<file path="config.mk">
export PLATFORM = sky130hd
export DESIGN_NAME = imm_decode_stage
export DESIGN_NICKNAME = d
export VERILOG_FILES = /design/src/rtl/imm_decode_stage.sv
export SDC_FILE = /design/constraint.sdc
export NUM_CORES = 1
export LEC_CHECK = 0
export ABC_CLOCK_PERIOD_IN_PS = 9100
export CAP_MARGIN = 30
export CELL_PAD_IN_SITES_DETAIL_PLACEMENT = 1
export CELL_PAD_IN_SITES_GLOBAL_PLACEMENT = 2
export CORE_ASPECT_RATIO = 1.25
export CORE_MARGIN = 1.5
export CORE_UTILIZATION = 36
export DETAILED_ROUTE_END_ITERATION = 8
export PLACE_DENSITY_LB_ADDON = 0.2
export RECOVER_POWER = 100
export SETUP_SLACK_MARGIN = 0.4
export SLEW_MARGIN = 30
export SYNTH_ARGS = -nofsm -noshare
export SYNTH_HDL_FRONTEND = slang
export SYNTH_SLANG_ARGS = --single-unit
</file>
<file path="constraint.sdc">
create_clock -name i_clk -period 9.1 [get_ports i_clk]
set_clock_uncertainty 0.1 [all_clocks]
set_input_delay 0.91 -clock i_clk [delete_from_list [all_inputs] [get_ports i_clk]]
set_output_delay 0.91 -clock i_clk [all_outputs]
set_load 0.02 [all_outputs]
</file>
<file path="src/rtl/imm_decode_stage.sv">
// ============================================================================
// imm_decode_stage : RISC-V immediate decoder feeding a DEPTH-entry FIFO
// Revision 1.0
// ============================================================================
`default_nettype none

module imm_decode_stage #(
   parameter int XLEN  = 32,
   parameter int DEPTH = 2
) (
   input  logic            i_clk,
   input  logic            i_rst,
   input  logic            i_valid,
   output logic            o_ready,
   input  logic [31:0]     i_instr,
   input  logic            i_flush,
   output logic            o_valid,
   input  logic            i_ready,
   output logic [XLEN-1:0] o_imm,
   output logic [2:0]      o_fmt,
   output logic            o_illegal,
   output logic [31:0]     o_instr
);

   localparam int PTR_W   = $clog2(DEPTH);
   localparam int CNT_W   = PTR_W + 1;
   localparam int ENTRY_W = XLEN + 3 + 1 + 32;

   localparam logic [2:0] FMT_NONE = 3'd0;
   localparam logic [2:0] FMT_I    = 3'd1;
   localparam logic [2:0] FMT_S    = 3'd2;
   localparam logic [2:0] FMT_B    = 3'd3;
   localparam logic [2:0] FMT_U    = 3'd4;
   localparam logic [2:0] FMT_J    = 3'd5;
   localparam logic [2:0] FMT_Z    = 3'd6;
   localparam logic [2:0] FMT_SH   = 3'd7;

   logic [6:0]         opcode;
   logic [2:0]         funct3;
   logic [31:0]        imm32;
   logic [XLEN-1:0]    dec_imm;
   logic [2:0]         dec_fmt;
   logic               dec_illegal;

   logic [ENTRY_W-1:0] mem [DEPTH];
   logic [PTR_W-1:0]   wr_ptr;
   logic [PTR_W-1:0]   rd_ptr;
   logic [CNT_W-1:0]   count;
   logic               push;
   logic               pop;

   logic [XLEN-1:0]    head_imm;
   logic [2:0]         head_fmt;
   logic               head_illegal;
   logic [31:0]        head_instr;

   assign opcode = i_instr[6:0];
   assign funct3 = i_instr[14:12];

   // Every immediate is formed as a 32-bit value whose bit 31 already holds the
   // sign (zero for zimm/shamt), so one sign-extension covers both XLEN values.
   always_comb begin
      imm32       = '0;
      dec_fmt     = FMT_NONE;
      dec_illegal = 1'b0;
      if (i_instr[1:0] != 2'b11) begin
         dec_illegal = 1'b1;
      end else begin
         case (opcode)
            7'b0010011: begin
               if (funct3 == 3'b001 || funct3 == 3'b101) begin
                  dec_fmt = FMT_SH;
                  if (XLEN == 64)
                     imm32 = {26'b0, i_instr[25:20]};
                  else if (i_instr[25])
                     dec_illegal = 1'b1;
                  else
                     imm32 = {27'b0, i_instr[24:20]};
               end else begin
                  dec_fmt = FMT_I;
                  imm32   = {{20{i_instr[31]}}, i_instr[31:20]};
               end
            end
            7'b0000011, 7'b1100111, 7'b0001111: begin
               dec_fmt = FMT_I;
               imm32   = {{20{i_instr[31]}}, i_instr[31:20]};
            end
            7'b0100011: begin
               dec_fmt = FMT_S;
               imm32   = {{20{i_instr[31]}}, i_instr[31:25], i_instr[11:7]};
            end
            7'b1100011: begin
               dec_fmt = FMT_B;
               imm32   = {{19{i_instr[31]}}, i_instr[31], i_instr[7],
                          i_instr[30:25], i_instr[11:8], 1'b0};
            end
            7'b0110111, 7'b0010111: begin
               dec_fmt = FMT_U;
               imm32   = {i_instr[31:12], 12'b0};
            end
            7'b1101111: begin
               dec_fmt = FMT_J;
               imm32   = {{11{i_instr[31]}}, i_instr[31], i_instr[19:12],
                          i_instr[20], i_instr[30:21], 1'b0};
            end
            7'b1110011: begin
               if (funct3[2]) begin
                  dec_fmt = FMT_Z;
                  imm32   = {27'b0, i_instr[19:15]};
               end else begin
                  dec_fmt = FMT_I;
                  imm32   = {{20{i_instr[31]}}, i_instr[31:20]};
               end
            end
            default: dec_illegal = 1'b1;
         endcase
      end
   end

   assign dec_imm = XLEN'($signed(imm32));

   assign o_valid = (count != '0);
   assign o_ready = (count < CNT_W'(DEPTH));
   assign push    = i_valid & o_ready & ~i_flush;
   assign pop     = o_valid & i_ready & ~i_flush;

   always_ff @(posedge i_clk or posedge i_rst) begin
      if (i_rst) begin
         wr_ptr <= '0;
         rd_ptr <= '0;
         count  <= '0;
      end else if (i_flush) begin
         wr_ptr <= '0;
         rd_ptr <= '0;
         count  <= '0;
      end else begin
         if (push)
            wr_ptr <= wr_ptr + 1'b1;
         if (pop)
            rd_ptr <= rd_ptr + 1'b1;
         case ({push, pop})
            2'b10:   count <= count + 1'b1;
            2'b01:   count <= count - 1'b1;
            default: count <= count;
         endcase
      end
   end

   always_ff @(posedge i_clk) begin
      if (push)
         mem[wr_ptr] <= {dec_imm, dec_fmt, dec_illegal, i_instr};
   end

   assign {head_imm, head_fmt, head_illegal, head_instr} = mem[rd_ptr];

   // Head fields are forced to zero whenever nothing valid is buffered.
   assign o_imm     = o_valid ? head_imm     : '0;
   assign o_fmt     = o_valid ? head_fmt     : FMT_NONE;
   assign o_illegal = o_valid ? head_illegal : 1'b0;
   assign o_instr   = o_valid ? head_instr   : '0;

endmodule

`default_nettype wire

</file>
* After elaboration in Yosys (flattened, before gate mapping)
Memory sizes are Yosys's and may differ from the RTL's.
Cells that the tools add are included.
** Storage, ports and cells
- Flip-flop bits (word level) :: 4
- RAM bits :: 136
- Input port bits :: 37
- Output and inout bits :: 70
- Word-level logic and storage cells :: 62
- Memories kept :: 1
** Memories
- mem :: depth 2, width 68, rd ports 1, clocked after Yosys merged registers in 0, write ports 1, line 45 : logic [ENTRY_W-1:0] mem [DEPTH];
** Cells by class
- $add $sub $neg :: 4
- Order comparisons :: 1
- Equal/unequal tests :: 15
- Muxes and demuxes :: 25
- Bitwise logic cells :: 5
- Reduce and logical (&&, ||, !) cells :: 8
** Operators by type and width (number)
- $pmux 32 s7 :: 1
- $mux 32 :: 5
- $eq 7x7->1 const B :: 4
- $pmux 3 s7 :: 1
- $eq 7x5->1 const B :: 2
- $eq 7x6->1 const B :: 2
- $mux 3 :: 4
- $mux 1 :: 10
- $reduce_or 9->1 :: 1
- $eq 7x2->1 const B :: 1
- $eq 7x4->1 const B :: 1
- $reduce_bool 2->1 :: 3
- $mux 5 :: 1
- $and 1x1->1 :: 4
- $pmux 2 s2 :: 1
- $eq 3x1->1 const B :: 1
- $eq 3x3->1 const B :: 1
- $reduce_bool 3->1 :: 1
- $reduce_or 3->1 :: 1
- $add 1x1->1 const B :: 2
- $add 2x1->2 const B :: 1
- $eq 2x1->1 const B :: 1
- $eq 2x2->1 const B :: 1
- $lt 2x2->1 const B :: 1
- 7 further kinds :: 7

* Longest topological paths before layout
Gate-level depths: netlist (run 1).
- Word-level depth :: 6
- Depth in mapped cells :: 6
- Depth with buffers taken out :: 5

* Worst setup path after synthesis (run 1)
No wires, ideal clock.
- Kind :: input-to-reg
- Start point :: input port i_valid
- End point :: memory mem[1][0] in the netlist's numbering, enable pin
- Setup time :: 593 ps
- Arrival :: 6045 ps
- Required time :: 8407 ps
- Setup slack :: 2362 ps
- Stages on the path :: 2
- Path buffers :: 0
- Cell sequence :: nand2_1 > nor3b_1
** On the way
- Cells in the longest elaborated chain, start to end :: 4
** RTL lines
- start: declaration :: line 13 : input logic i_valid,
- $and 1x1->1 (2 in a row) :: line 124 : assign push = i_valid & o_ready & ~i_flush;
- $mux 1 :: line 150 : if (push)
- $mux 1 (implied by the code) :: line 151 : mem[wr_ptr] <= {dec_imm, dec_fmt, dec_illegal, i_instr};
- end: declaration :: line 45
Every way passes these cells.

* Worst setup path after layout (run 1)
- Start point :: register rd_ptr
- End point :: output port o_imm[22]
** On the way
- Cells in the longest elaborated chain, start to end :: 2
** RTL lines
- start: declaration :: line 47 : logic [PTR_W-1:0] rd_ptr;
- start signal: assignment :: line 140 : rd_ptr <= rd_ptr + 1'b1;
- $mem_v2 2x68
- $mux 32 :: line 157 : assign o_imm = o_valid ? head_imm : '0;
- end: declaration :: line 19 : output logic [XLEN-1:0] o_imm,
Every way passes these cells.

==> results_dict.tcl, run 1 <==
set metrics [dict create \
    status "complete, but fails checks" \
    failed_checks "capacitance limit, slew limit" \
    diodes 0 \
    timing.final.crit_share_pct 66.9 \
    finalSetupTns_ps 0 \
    rsz0062_at_grt "false" \
    synth_cells 447 \
    cts.sinks 140 \
    total_leakage_power_nw 2.84 \
    critPathMaxFanout 47 \
    seqPwrFrac_pct 45.1 \
    p_sw_share_pct 23.1 \
    core_mm2 0.0168 \
    cts_max_level 4 \
    gp_congestion 0.773 \
    synthesis.area_mm2 0.00620 \
    grt_max_degree 70 \
    fin_ws_ps 3010 \
    stdcell_area_mm2 0.00802 \
    r2r_end "mem[1][8]" \
    cts-root-buf "clkbuf_16" \
    whs_path_depth 2 \
    ys_warn_count 0 \
    pwr-share-comb_pct 12.3 \
    routed_wirelength_mm 14.9 \
    dp_hpwl_mm 9.71 \
    finalNetCount 587 \
    synth-seq-cells 140 \
    worstHoldStart "wr_ptr" \
    yosysSeqAreaShare_pct 67.4 \
    numCtsBuffers 17 \
    timing.fmax_mhz 164 \
    hold_viol 0 \
    initial_core_util_pct 36.8 \
    cts_resized 0 \
    synth_top_area_share_pct 65.8 \
    ys_types 55 \
    post-synth-top-count-cell "edfxtp_1" \
    r2r_setup_slack_ps 4730 \
    synthTopCellsByCount "edfxtp_1, nor2_1, mux2i_1" \
    grt_pass1_vias 4085 \
    place_area_mm2 0.00747 \
    io_buffers 106 \
    vias 3959 \
    grtUsageTotal_pct 17.5 \
    syn2layout_area_growth_pct 29.2 \
    cts_setup_buffers 0 \
    drv_cap 4 \
    synth_nets 484 \
    ys.flop_type "edfxtp_1" \
    p_total_mw 1.66 \
    route.antenna.remaining_nets 0 \
    viasPerCell 5.06 \
    tightest_slew_ps 4030 \
    drt_iter0_markers 181 \
    dp_slack_ps 5190 \
    synth_edf_count 136 \
    slew_viol_final 256 \
    setup_viol 0 \
    end_kind "primary output" \
    p_per_area_mw_per_mm2 207 \
    hold_buffers 0 \
    pin_count 107 \
    drc 0 \
    antenna_found_initial 0 \
    clk_latency_ps 420 \
    worstRegToRegCells 4 \
    period_needed_ps 6090 \
    p_clk_share_pct 42.6 \
    overflow 0 \
    whs_endpoint "wr_ptr" \
    yosys.area.top_type "edfxtp_1" \
    relSlewSlack_pct -169 \
    syn_area_per_cell_um2 13.9 \
    die_w_um 120 \
    dp.cells 751 \
    peakVddDrop_mv 0.0792 \
    synthTopCellsByArea "edfxtp_1, mux2i_1, nor2_1" \
    hp-class "register to register" \
    path_clk_slew_ps 50 \
    cts_tree "done" \
    cts_buffer_depth 2 \
    async_reset_ff_share_pct 2.86 \
    wl_per_cell_um 19.0 \
    critical_path_required_ps 8090 \
    grt_pass1_wl_mm 23.3 \
    p_switching_mw 0.383 \
    r2r_start "count[1]" \
    internal_power_mw 1.27 \
    die_h_um 150 \
    dr.pass1.iters 4 \
    layout-drive-gt1-share_pct 7.10 \
    rows 53 \
    crit_type "register to primary output" \
    critPathArrivalTime_ps 5080 \
    design.die.area_mm2 0.0180 \
    final_cells 783 \
    cp-start-kind "register" \
    utilization_pct 47.6 \
    hold_slack_ps 515 \
]
## logic make-up (layout without fill, tap and decap cells)
family          Yosys count  in the layout  share of synthesized area [%]
compound gates           76             76                           8.85
xor+xnor                  2              2                          0.282
buf+inv                  33            149                           2.34
flops                   140            140                           67.4
mux                      70             70                           11.3
simple gates            126            126                           9.76
## routing by layer
metal	global-route usage, %	vias up	wire length, um	part of all wire, %
met5	0	-	0	0
met3	4.04	16	625	4.2
met2	30.3	94	7940	53
met1	21.4	1963	6110	41
met4	6.53	0	235	1.6
li1	-	1886	-	-
## power groups by stage
| stage | clock network [mW] | registers, mW | logic (mW) |
|---|---|---|---|
| after global routing | 0.748 | 0.750 | 0.222 |
| after detailed placement | 0 | 0.758 | 0.218 |
| after global placement | 0 | 0.756 | 0.216 |
| after floorplan | 0 | 0.754 | 0.124 |
| after CTS | 0.723 | 0.744 | 0.219 |
| final | 0.706 | 0.747 | 0.204 |
## how the worst max path moves through the flow
stage	endpoint	slack, ps	cells past startpoint	start
after floorplan	mem[1][0]	2360	2	i_valid
after global placement	mem[0][67]	5300	5	i_instr[4]
after detailed placement	mem[0][67]	5190	5	i_instr[4]
after CTS	o_imm[22]	5100	4	rd_ptr
after global routing	o_imm[22]	2650	4	rd_ptr
final	o_imm[22]	3010	4	rd_ptr
## flip-flops by register name, summed over array words and instances (netlist names)
register / cells
mem: 136
count: 2
rd_ptr: 1
wr_ptr: 1
## placed cells by master, fill, tap and decap left out, types with 2 or more instances in the layout
cell type | netlist | layout
clkinv_4 | 0 | 3
nand2_1 | 15 | 15
and3_1 | 2 | 2
inv_1 | 7 | 7
a2bb2oi_1 | 4 | 4
bufinv_16 | 0 | 4
clkinv_1 | 0 | 2
a21oi_4 | 2 | 2
nor2b_1 | 10 | 10
a31o_2 | 2 | 2
xor2_1 | 2 | 2
mux2i_1 | 69 | 69
o2bb2ai_1 | 5 | 5
dfrtp_1 | 4 | 3
clkinv_2 | 0 | 4
o21ai_0 | 8 | 20
a211oi_1 | 0 | 2
a31oi_1 | 2 | 2
edfxtp_1 | 136 | 136
nand3_1 | 2 | 2
clkdlybuf4s50_1 | 0 | 3
a21o_1 | 2 | 2
clkbuf_1 | 9 | 6
clkbuf_16 | 0 | 17
a21oi_1 | 23 | 24
nand2b_1 | 3 | 3
or3b_1 | 2 | 2
nor3b_1 | 2 | 2
dlygate4sd3_1 | 0 | 103
nor2_1 | 76 | 75
## worst max-delay path, cell delays in order (launching register included)
cell           delay [ps]
dfrtp_4               680
clkbuf_1             2560
mux2i_1               370
nor2_1                280
dlygate4sd3_1         720
## cell type report
| cell class | count | area [um^2] |
|---|---|---|
| Clock buffer | 19 | 433 |
| Clock inverter | 13 | 174 |
| Fill cell | 1765 | 8830 |
| Inverter | 7 | 26.3 |
| Multi-Input combinational cell | 274 | 1840 |
| Sequential cell | 140 | 4190 |
| Tap cell | 220 | 275 |
| Timing Repair Buffer | 110 | 1080 |
Power figures use the tool's default switching activity.
==> run 2: changes to the inputs <==
--- a/config.mk
+++ b/config.mk
@@ -5,7 +5,7 @@
 export SDC_FILE = /design/constraint.sdc
 export NUM_CORES = 1
 export LEC_CHECK = 0
-export ABC_CLOCK_PERIOD_IN_PS = 9100
+export ABC_CLOCK_PERIOD_IN_PS = 6000
 export CAP_MARGIN = 30
 export CELL_PAD_IN_SITES_DETAIL_PLACEMENT = 1
 export CELL_PAD_IN_SITES_GLOBAL_PLACEMENT = 2
==> constraint.sdc (replaced) <==
create_clock -name i_clk -period 6 [get_ports i_clk]
set_clock_uncertainty 0.1 [all_clocks]
set_input_delay 0.6 -clock i_clk [delete_from_list [all_inputs] [get_ports i_clk]]
set_output_delay 0.6 -clock i_clk [all_outputs]
set_load 0.02 [all_outputs]
==> run 2 against run 1 <==
Compared with the run above:
- the run still ends with capacitance limit, slew limit left
- critical endpoint is now o_imm[28]
- final cell count up 0.13%
- non-clock buffer count is 1 higher
- first-iteration DRC count fell by 17%
- utilization is 0.42 points higher
- wire length up 2.7%
==> results_dict.tcl, run 2 (synthesized netlist as in run 1, its figures left out) <==
set metrics [dict create \
    status "complete, but fails checks" \
    failed_checks "capacitance limit, slew limit" \
    regArea_mm2 0.00418 \
    stdcell_area_mm2 0.00809 \
    crit_chain "buf_4, mux2i_1, nor2_1, dlygate4sd3_1" \
    crit_type "register to primary output" \
    route.antenna.remaining_nets 0 \
    cts.sinks 140 \
    critPathArrivalTime_ps 3900 \
    fin_ws_ps 1400 \
    layout-drive-gt1-share_pct 7.62 \
    cts_setup_buffers 0 \
    cts_max_level 4 \
    gp_congestion 0.824 \
    critPathMaxFanout 35 \
    dp.cells 751 \
    initial_core_util_pct 36.8 \
    use_met2_pct 30.2 \
    io_buffers 106 \
    clk_latency_ps 420 \
    grtUsageMet1_pct 21.8 \
    cts_tree "done" \
    finalSetupTns_ps 0 \
    hp-class "input port to asynchronous set/reset pin" \
    p_total_mw 2.56 \
    grtUsageTotal_pct 17.8 \
    overflow 0 \
    end_kind "primary output" \
    cts_buffer_depth 2 \
    antenna_found_initial 0 \
    routed_wirelength_mm 15.3 \
    largest_reg_flops 136 \
    grt_use_met3_pct 3.58 \
    grt_max_degree 70 \
    grt_pass1_wl_mm 23.8 \
    fill_cells 1724 \
    hold_slack_ps 406 \
    dp_hpwl_mm 9.99 \
    rows 53 \
    diodes 0 \
    drc 0 \
    place_area_mm2 0.00748 \
    top_regs "mem: 136 flops, count: 2 flops" \
    utilization_pct 48.0 \
    core_mm2 0.0168 \
    relSlewSlack_pct -132 \
    rsz0062_at_grt "false" \
    wl_per_cell_um 19.5 \
    hold_buffers 0 \
    timing.final.crit_share_pct 76.7 \
    critical_path_required_ps 5300 \
    multi_input_area_mm2 0.00186 \
    p_per_area_mw_per_mm2 316 \
    numCtsBuffers 17 \
    vias 4043 \
    design.die.area_mm2 0.0180 \
    hold_viol 0 \
    setup_viol 0 \
    timing.fmax_mhz 217 \
    cp-start-kind "register" \
    grt_busiest_layer "met2" \
    crit_slowest_cell "dfrtp_1" \
    syn2layout_area_growth_pct 30.4 \
    viasPerCell 5.16 \
    final_common_cell "edfxtp_1" \
    grt_pass1_vias 4225 \
    cts_resized 0 \
    slew_viol_final 132 \
    drv_cap 3 \
    finalNetCount 588 \
    cts-root-buf "clkbuf_16" \
    die_h_um 150 \
    total_leakage_power_nw 2.87 \
    mostFrequentLayoutCells "edfxtp_1, dlygate4sd3_1, nor2_1" \
    pin_count 107 \
    drt_iter0_markers 150 \
    peakVddDrop_mv 0.152 \
    dr.pass1.iters 4 \
    tightest_slew_ps 3470 \
    dp_slack_ps 2420 \
    die_w_um 120 \
    final_cells 784 \
    path_clk_slew_ps 60 \
    period_needed_ps 4600 \
    slowest_delay_ps 1650 \
    largest-register "mem" \
]
==> run 2: cell type report <==
type | count | area share, %
multi-input cells | 274 | 23.0
clock inverters | 13 | 2.44
well taps | 220 | 3.40
flip-flops and latches | 140 | 51.7
repair buffers | 111 | 13.7
clock buffers | 19 | 5.35
inverters | 7 | 0.325
==> run 2: final timing paths <==
check                           startpoint         to  slack [ps]  depth (start not counted)
worst max-delay path                rd_ptr  o_imm[28]        1400                          4
worst min-delay path                 i_rst   count[1]         410                          2
min in group i_clk                count[0]   count[0]         520                          2
worst max register to register    count[1]  mem[1][8]        1780                          4
worst min register to register    count[0]   count[0]         520                          2
max in group asynchronous            i_rst     rd_ptr        5240                          2
==> run 2: worst max-delay path, delay by kind of cell (launching register included) <==
family | cells | cell delay [ps]
simple gates | 1 | 60
mux | 1 | 300
buf+inv | 2 | 1400
flops | 1 | 1650
==> run 2: layer usage <==
metal,wire length (um),vias up
met1,6370,2057
met4,368,0
li1,-,1886
met2,8090,80
met5,0,-
met3,479,20
==> run 2: power breakdown <==
group / total (mW) / internal [mW] / leakage (nW) / switching (mW)
clock network: 1.12 / 0.732 / 0.306 / 0.385
logic: 0.305 / 0.124 / 1.20 / 0.181
registers: 1.13 / 1.11 / 1.37 / 0.0217
